### config.mk
export PLATFORM = sky130hd
export DESIGN_NAME = fifo_rd_stream
export DESIGN_NICKNAME = d
export VERILOG_FILES = /design/src/rtl/fifo_rd_stream.sv
export SDC_FILE = /design/constraint.sdc
export NUM_CORES = 1
export LEC_CHECK = 0
export ABC_AREA = 1
export BUFFER_PORTS_ARGS = -buffer_cell sky130_fd_sc_hd__buf_2
export CAP_MARGIN = 15
export CORE_MARGIN = 1
export CORE_UTILIZATION = 60
export CTS_CLUSTER_DIAMETER = 100
export DETAILED_ROUTE_END_ITERATION = 6
export GPL_ROUTABILITY_DRIVEN = 1
export GPL_TIMING_DRIVEN = 1
export PLACE_DENSITY_LB_ADDON = 0.08
export SYNTH_ARGS = -nofsm -noshare
export SYNTH_HDL_FRONTEND = slang
export SYNTH_SLANG_ARGS = --single-unit
### constraint.sdc
create_clock -name i_clk -period 3.7 [get_ports i_clk]
set_clock_uncertainty 0.1 [all_clocks]
set_input_delay 0.74 -clock i_clk [delete_from_list [all_inputs] [get_ports i_clk]]
set_output_delay 0.74 -clock i_clk [all_outputs]
set_load 0.05 [all_outputs]
### src/rtl/fifo_rd_stream.sv
// fifo_rd_stream: drains a FIFO read port with one-cycle read latency and
// presents the words as a valid/ready stream framed into PKT_LEN-beat packets.
// A 3-entry buffer absorbs the read latency so the read strobe never depends
// on the downstream ready.
module fifo_rd_stream #(
    parameter int unsigned DATA_WIDTH = 8,
    parameter int unsigned PKT_LEN    = 16
) (
    input  logic                  i_clk,
    input  logic                  i_rst,
    input  logic                  i_rempty,
    output logic                  o_rd,
    input  logic [DATA_WIDTH-1:0] i_rdata,
    output logic [DATA_WIDTH-1:0] o_tdata,
    output logic                  o_tvalid,
    input  logic                  i_tready,
    output logic                  o_tlast,
    output logic [15:0]           o_pkt_cnt
);

    localparam int unsigned DEPTH  = 3;
    localparam int unsigned BEAT_W = (PKT_LEN > 1) ? $clog2(PKT_LEN) : 1;
    localparam logic [BEAT_W-1:0] BEAT_LAST = BEAT_W'(PKT_LEN - 1);

    logic [DATA_WIDTH-1:0] mem [DEPTH];
    logic [1:0]            cnt;
    logic [1:0]            head;
    logic [1:0]            tail;
    logic                  inflight;
    logic [BEAT_W-1:0]     beat;
    logic                  wr;
    logic                  pop;
    logic                  beat_last;

    // Modulo-3 pointer increment.
    function automatic logic [1:0] ptr_inc(input logic [1:0] p);
        return (p == 2'd2) ? 2'd0 : p + 2'd1;
    endfunction

    assign wr        = inflight;
    assign o_tvalid  = (cnt != 2'd0);
    assign o_tdata   = mem[head];
    assign beat_last = (beat == BEAT_LAST);
    assign o_tlast   = o_tvalid && beat_last;
    assign pop       = o_tvalid && i_tready;

    // Read issue: only from registered occupancy and the empty flag, so a
    // word in flight always has a free slot waiting for it.
    assign o_rd = !i_rst && !i_rempty && ((3'(cnt) + 3'(inflight)) < 3'(DEPTH));

    // Track the word requested last cycle.
    always_ff @(posedge i_clk or posedge i_rst) begin
        if (i_rst) begin
            inflight <= 1'b0;
        end else begin
            inflight <= o_rd;
        end
    end

    // Buffer storage: landing read data is written at tail.
    always_ff @(posedge i_clk or posedge i_rst) begin
        if (i_rst) begin
            for (int i = 0; i < DEPTH; i++) begin
                mem[i] <= '0;
            end
        end else if (wr) begin
            mem[tail] <= i_rdata;
        end
    end

    // Pointers and occupancy; simultaneous write and pop leave cnt unchanged.
    always_ff @(posedge i_clk or posedge i_rst) begin
        if (i_rst) begin
            head <= 2'd0;
            tail <= 2'd0;
            cnt  <= 2'd0;
        end else begin
            if (wr) begin
                tail <= ptr_inc(tail);
            end
            if (pop) begin
                head <= ptr_inc(head);
            end
            case ({wr, pop})
                2'b10:   cnt <= cnt + 2'd1;
                2'b01:   cnt <= cnt - 2'd1;
                default: cnt <= cnt;
            endcase
        end
    end

    // Packet framing: beat position and completed-packet count.
    always_ff @(posedge i_clk or posedge i_rst) begin
        if (i_rst) begin
            beat      <= '0;
            o_pkt_cnt <= 16'd0;
        end else if (pop) begin
            if (beat_last) begin
                beat      <= '0;
                o_pkt_cnt <= o_pkt_cnt + 16'd1;
            end else begin
                beat <= beat + BEAT_W'(1);
            end
        end
    end

endmodule
==> qor.csv, run 1 <==
stage,metric,value,unit
run_status,status,"finished, final reports clean",
yosys,synthSimpleGateAreaFrac,28.70,%
routing,drc_errors,0,
timing,period_minus_slack,2.824,ns
routing,drtPass1Iterations,5,
power,netSwitchingFraction,48.06,%
worst_setup_path,slowest_delay,0.52,ns
routing,wl_met3,134,um
placed_design,dp_cells,379,
cells_and_area,seq_area,0.001276,mm^2
cells_and_area,multi_input_area,0.001035,mm^2
power,pwr-share-clk,12.9,%
grt,grt_pass1_vias,1714,
grt,gr-total-overflow,0,
routing,routed_wl,4346,um
power,comb_power_share,47.8,%
timing,finalHoldViolations,0,
clock_tree,clock-sinks,51,
clock_tree,postCtsSetupBuffers,0,
worst_setup_path,reg2regPathDepth,5,
floorplan,initial_core_util,62.56,%
power,p_per_area,833.9,mW/mm^2
worst_setup_path,critPathLaunchType,register,
cells_and_area,layout_common_cells,"99 x nand2_1, 51 x dfrtp_1, 38 x buf_2",
placed_design,dpl_cell_area,0.002703,mm^2
routing,top_layer_used,met4,
cells_and_area,antenna_cells,0,
worst_setup_path,cp_slowest_cell,dfrtp_1,
yosys,yosys_warnings,0,
floorplan,rows,23,
cells_and_area,layout-drive-gt1-share,16.27,%
routing,route.met2.wl,2008,um
routing,via_count,1889,
cells_and_area,n_fill_cell,341,
yosys,synth_seq_area_share,51.00,%
grt,track_usage,23.04,%
clock_tree,cts_buffer_depth,2,
worst_setup_path,crit_type,register to primary output,
yosys,synth_seq_cells,51,
grt,grt_pass1_wl,7645,um
cells_and_area,post-route-cell-area,0.002804,mm^2
clock_tree,hold_buffers,0,
clock_tree,cts_root_buf,clkbuf_8,
clock_tree,cts_max_level,2,
power,max-vdd-ir-drop,0.5351,mV
yosys,synthMuxAreaShare,0,%
hold_path,hp-class,input port to asynchronous set/reset pin,
yosys,ys_types,23,
flow_run,cap_violations,0,
worst_setup_path,crit_fanout,7,
worst_setup_path,crit_required,2.86,ns
worst_setup_path,worst_setup_path_end_kind,primary output,
floorplan,dieHeight,66.58,um
worst_setup_path,cp-endpoint,o_rd,
floorplan,die_w,66.58,um
clock_tree,cts_inserted_buffers,5,
yosys,synth_area,0.002502,mm^2
grt,antenna_found_initial,0,
cells_and_area,nets,354,
routing,detail-route-antenna-nets,0,
routing,drt-initial-drc-count,154,
timing,max_freq,354.1,MHz
timing,finalCritPeriodShare,76.32,%
floorplan,dieArea,0.004433,mm^2
worst_setup_path,r2r-end,o_pkt_cnt[4]$_DFFE_PP0P_,
routing,drt-wirelength-per-cell,11.20,um
yosys,synth_fp_nets,313,
floorplan,ioPinCount,39,
worst_setup_path,reg2reg_from,beat[0]$_DFFE_PP0P_,
timing,worstMarginPinSlew,0.7293,ns
power,p_int,1215,uW
worst_setup_path,rrSetupSlack,1.89,ns
routing,m1WireLength,2156,um
timing,fin_tns_setup,0,ns
yosys,synth_xor_area_share,3.150,%
worst_setup_path,path_common_cell,ha_1,
timing,slew_headroom,51.20,%
worst_setup_path,crit_path_cell_trace,ha_1 > ha_1 > a21oi_1 > nor3b_1 > buf_2,
timing,slew_viol_final,0,
yosys,yosys.area_share.adder,2.500,%
timing,rsz0062_at_grt,no,
power,p_sw,1124,uW
clock_tree,cts_resized,0,
yosys,syn_inst,296,
cells_and_area,fin_util,70.10,%
floorplan,coreArea,0.004000,mm^2
worst_setup_path,startpoint,inflight$_DFF_PP0_,
grt,grt_max_degree,52,
clock_tree,clk_latency,0.29,ns
yosys,synth_compound_area_share,7.000,%
placed_design,port_buffers,38,
clock_tree,path_clk_slew,0.08,ns
routing,via_per_inst,4.869,
power,power_frac_seq,39.4,%
clock_tree,cts_tree,built,
power,leakage,0.001507,uW
yosys,syn_avg_cell_area,8.454,um^2
timing,finalSetupViolations,0,
cells_and_area,instances_no_fill,388,
placed_design,detailed_place_hpwl,3008,um
yosys,synth_top_family_by_area,simple AND/OR/NAND/NOR gates,
cells_and_area,synthToLayoutAreaGrowth,12.05,%
placed_design,globalplace.congestion,0.7213,
worst_setup_path,worstPathArrival,1.98,ns
cells_and_area,mostFrequentLayoutCell,nand2_1,
## worst min-delay path by stage
stage | from | endpoint | slack [ns] | cells past startpoint
final | i_rst | beat[2]$_DFFE_PP0P_ | 0.26 | 2
after global routing | i_rst | beat[2]$_DFFE_PP0P_ | 0.26 | 2
after CTS | mem[10]$_DFFE_PP0P_ | mem[10]$_DFFE_PP0P_ | 0.40 | 2
after detailed placement | mem[10]$_DFFE_PP0P_ | mem[10]$_DFFE_PP0P_ | 0.38 | 2
after global placement | mem[8]$_DFFE_PP0P_ | mem[8]$_DFFE_PP0P_ | 0.37 | 2
after floorplan | mem[0]$_DFFE_PP0P_ | mem[0]$_DFFE_PP0P_ | 0.36 | 2
## critical path, delay by kind of cell (launching register included)
family	cells	cell delay (ns)
flops	1	0.52
fa+ha+maj	2	0.52
buf+inv	1	0.30
simple gates	1	0.22
compound gates	1	0.13
## flip-flops by register name (all words and copies together), names as in the netlist
register and cells:
o_pkt_cnt 16, head 2, tail 2, mem 24
cnt 2, beat 4, inflight 1
## area by class of cell
class / count / area share, %
repair buffers: 39 / 7.497
multi-input cells: 203 / 36.90
inverters: 37 / 4.953
flip-flops and latches: 51 / 45.52
clock inverters: 1 / 0.1785
well taps: 50 / 2.231
clock buffers: 7 / 2.722
## layer usage
layer / global-route usage, % / vias to the layer above
li1: - / 1008
met1: 30.80 / 844
met2: 36.99 / 31
met3: 5.137 / 6
met4: 7.447 / 0
met5: 0 / -
## stage by stage
stage | hold slack (ns) | worst slack (ns) | power (uW)
4_1_cts | 0.4009 | 0.8531 | 2360
3_5_place_dp | 0.3791 | 1.190 | 2055
6_report | 0.2558 | 0.8763 | 2338
5_1_grt | 0.2602 | 0.6749 | 2525
3_3_place_gp | 0.3715 | 1.209 | 2028
2_1_floorplan | 0.3591 | 0.5681 | 1830
## cells by family (layout without fill, tap and decap cells)
kind of cell,Yosys count,in the layout
adders and majority gates,5,5
and+or+nand+nor,154,154
DFF,51,51
AOI/OAI and AO/OA,35,35
xor gates and xnor gates,9,9
buffers and inverters,42,84
## synth_stat cells, drive strengths merged
master  count  area share, %
nand3b      3           0.90
ha          5            2.5
dfrtp      51             51
a21oi       3           0.60
o21ai      32            6.4
nor2       22            5.0
inv        37            5.5
nor3        1           0.20
xnor2       2           0.70
nand3      25            6.5
nor3b       1           0.30
nand2     101             16
nand4       1           0.25
xor2        7            2.5
buf         5            2.1
## power by group through the flow
stage	Clock, uW	Sequential [uW]	Combinational, uW
floorplan	0	984	846
global placement	0	924	1100
detailed placement	0	931	1120
CTS	313	921	1130
global route	327	953	1240
finish	301	921	1120
No activity file was read; power rests on OpenSTA's default activity.
==> run 2, diff against run 1 <==
- CORE_UTILIZATION: 60 -> 51
- clock period: 3.7 -> 2.5 ns (I/O delays scaled with it)
==> qor.csv, run 2 (same netlist as run 1, synthesis figures left out) <==
stage,metric,value,unit
run_status,status,"finished, final reports clean",
cells_and_area,fin_util,60.93,%
cells_and_area,largest_register,mem,
placed_design,dpl_cell_area,0.002786,mm^2
floorplan,rows,25,
placed_design,detailed_place_hpwl,3257,um
routing,detail-route-antenna-nets,0,
power,leakage,0.001539,uW
cells_and_area,instances_no_fill,409,
grt,grt_max_degree,27,
routing,via_per_inst,4.780,
power,pwr-share-clk,13.3,%
worst_setup_path,crit_type,register to primary output,
cells_and_area,mostFrequentLayoutCell,nand2_1,
timing,max_freq,416.7,MHz
timing,rsz0062_at_grt,no,
timing,slew_headroom,61.66,%
timing,slew_viol_final,0,
cells_and_area,layout_common_cells,"99 x nand2_1, 50 x dfrtp_1, 37 x buf_2",
floorplan,ioPinCount,39,
clock_tree,cts_tree,built,
worst_setup_path,worstPathArrival,1.80,ns
power,p_int,1863,uW
routing,drt-wirelength-per-cell,11.07,um
grt,gr-total-overflow,0,
placed_design,port_buffers,38,
cells_and_area,antenna_cells,0,
grt,antenna_found_initial,0,
clock_tree,path_clk_slew,0.09,ns
cells_and_area,largest_reg_flops,24,
timing,fin_tns_setup,0,ns
timing,finalCritPeriodShare,96.00,%
power,comb_power_share,48.5,%
clock_tree,hold_buffers,0,
floorplan,coreArea,0.004723,mm^2
placed_design,dp_cells,402,
clock_tree,clk_latency,0.29,ns
cells_and_area,post-route-cell-area,0.002878,mm^2
routing,drt-initial-drc-count,84,
routing,routed_wl,4529,um
worst_setup_path,critPathLaunchType,register,
cells_and_area,top_regs,"mem (24), o_pkt_cnt (16), beat (4)",
timing,finalSetupViolations,0,
cells_and_area,synthToLayoutAreaGrowth,15.00,%
power,netSwitchingFraction,47.61,%
power,p_per_area,1235,mW/mm^2
timing,worst_slack,0.09999,ns
timing,worstMarginPinSlew,0.5742,ns
clock_tree,cts_buffer_depth,2,
cells_and_area,layout-drive-gt1-share,18.42,%
floorplan,initial_core_util,52.98,%
grt,grt_pass1_vias,1803,
clock_tree,cts_root_buf,clkbuf_8,
routing,drtPass1Iterations,4,
worst_setup_path,crit_required,1.90,ns
grt,track_usage,19.22,%
flow_run,cap_violations,0,
floorplan,dieArea,0.005190,mm^2
timing,period_minus_slack,2.400,ns
worst_setup_path,reg2regPathDepth,6,
grt,grt_pass1_wl,7776,um
power,power_frac_seq,38.2,%
floorplan,die_w,72.05,um
routing,via_count,1955,
clock_tree,clock-sinks,51,
cells_and_area,seq_area,0.001277,mm^2
power,max-vdd-ir-drop,0.5850,mV
worst_setup_path,crit_fanout,6,
worst_setup_path,worst_setup_path_end_kind,primary output,
floorplan,dieHeight,72.05,um
clock_tree,cts_max_level,2,
placed_design,place_ws,0.3803,ns
routing,drc_errors,0,
placed_design,globalplace.congestion,0.7212,
hold_path,hp-class,input port to asynchronous set/reset pin,
cells_and_area,n_fill_cell,434,
power,p_sw,1693,uW
timing,finalHoldViolations,0,
cells_and_area,multi_input_area,0.001040,mm^2
cells_and_area,nets,359,
clock_tree,cts_inserted_buffers,5,
==> run 2: what timing repair did <==
item / in CTS / in global routing
gates resized for setup: 0 / 3
endpoints found under the setup margin: 0 / 1
setup buffers: 0 / 0
==> run 2: area by class of cell <==
cell class	count	area share, %
Clock buffer	6	2.870
Clock inverter	1	0.1739
Inverter	37	4.826
Multi-Input combinational cell	203	36.13
Sequential cell	51	44.39
Tap cell	67	2.913
Timing Repair Buffer	44	8.696
==> run 2: metal layers <==
metal	vias to the layer above	global-route usage [%]	share of wire [%]	routed length (um)
li1	1021	-	-	-
met1	899	23.97	48	2193
met2	30	33.75	48	2172
met3	5	3.750	2.6	117
met4	0	6.100	1.0	46
met5	-	0	0	0
==> run 2: metrics by stage <==
stage | power [uW] | hold slack (ns)
floorplan | 2710 | 0.3591
global placement | 3074 | 0.3722
detailed placement | 3101 | 0.3784
CTS | 3589 | 0.1784
global route | 3816 | 0.2092
finish | 3555 | 0.1698
==> run 2: power groups by stage <==
stage	clock network (uW)	registers, uW	logic [uW]
2_1_floorplan	0	1460	1250
6_report	472	1360	1720
4_1_cts	494	1360	1740
5_1_grt	512	1400	1900
3_3_place_gp	0	1360	1710
3_5_place_dp	0	1370	1730
==> run 2: final timing paths <==
| path | startpoint | to | slack (ns) |
|---|---|---|---|
| min in group i_clk | i_rempty | inflight$_DFF_PP0_ | 0.27 |
| worst max register to register | cnt[0]$_DFFE_PP0P_ | cnt[1]$_DFFE_PP0P_ | 0.77 |
| worst min-delay path | i_rst | cnt[1]$_DFFE_PP0P_ | 0.17 |
| worst min register to register | mem[19]$_DFFE_PP0P_ | mem[19]$_DFFE_PP0P_ | 0.40 |
| max in group asynchronous | i_rst | o_pkt_cnt[3]$_DFFE_PP0P_ | 1.60 |
| worst max-delay path | cnt[0]$_DFFE_PP0P_ | o_rd | 0.1 |
==> run 2: worst max-delay path, cell delays in order (launching register included) <==
cell and delay [ns]:
dfrtp_2 0.46, ha_1 0.21, ha_1 0.27, a21oi_1 0.14, nor3b_2 0.20, buf_4 0.23
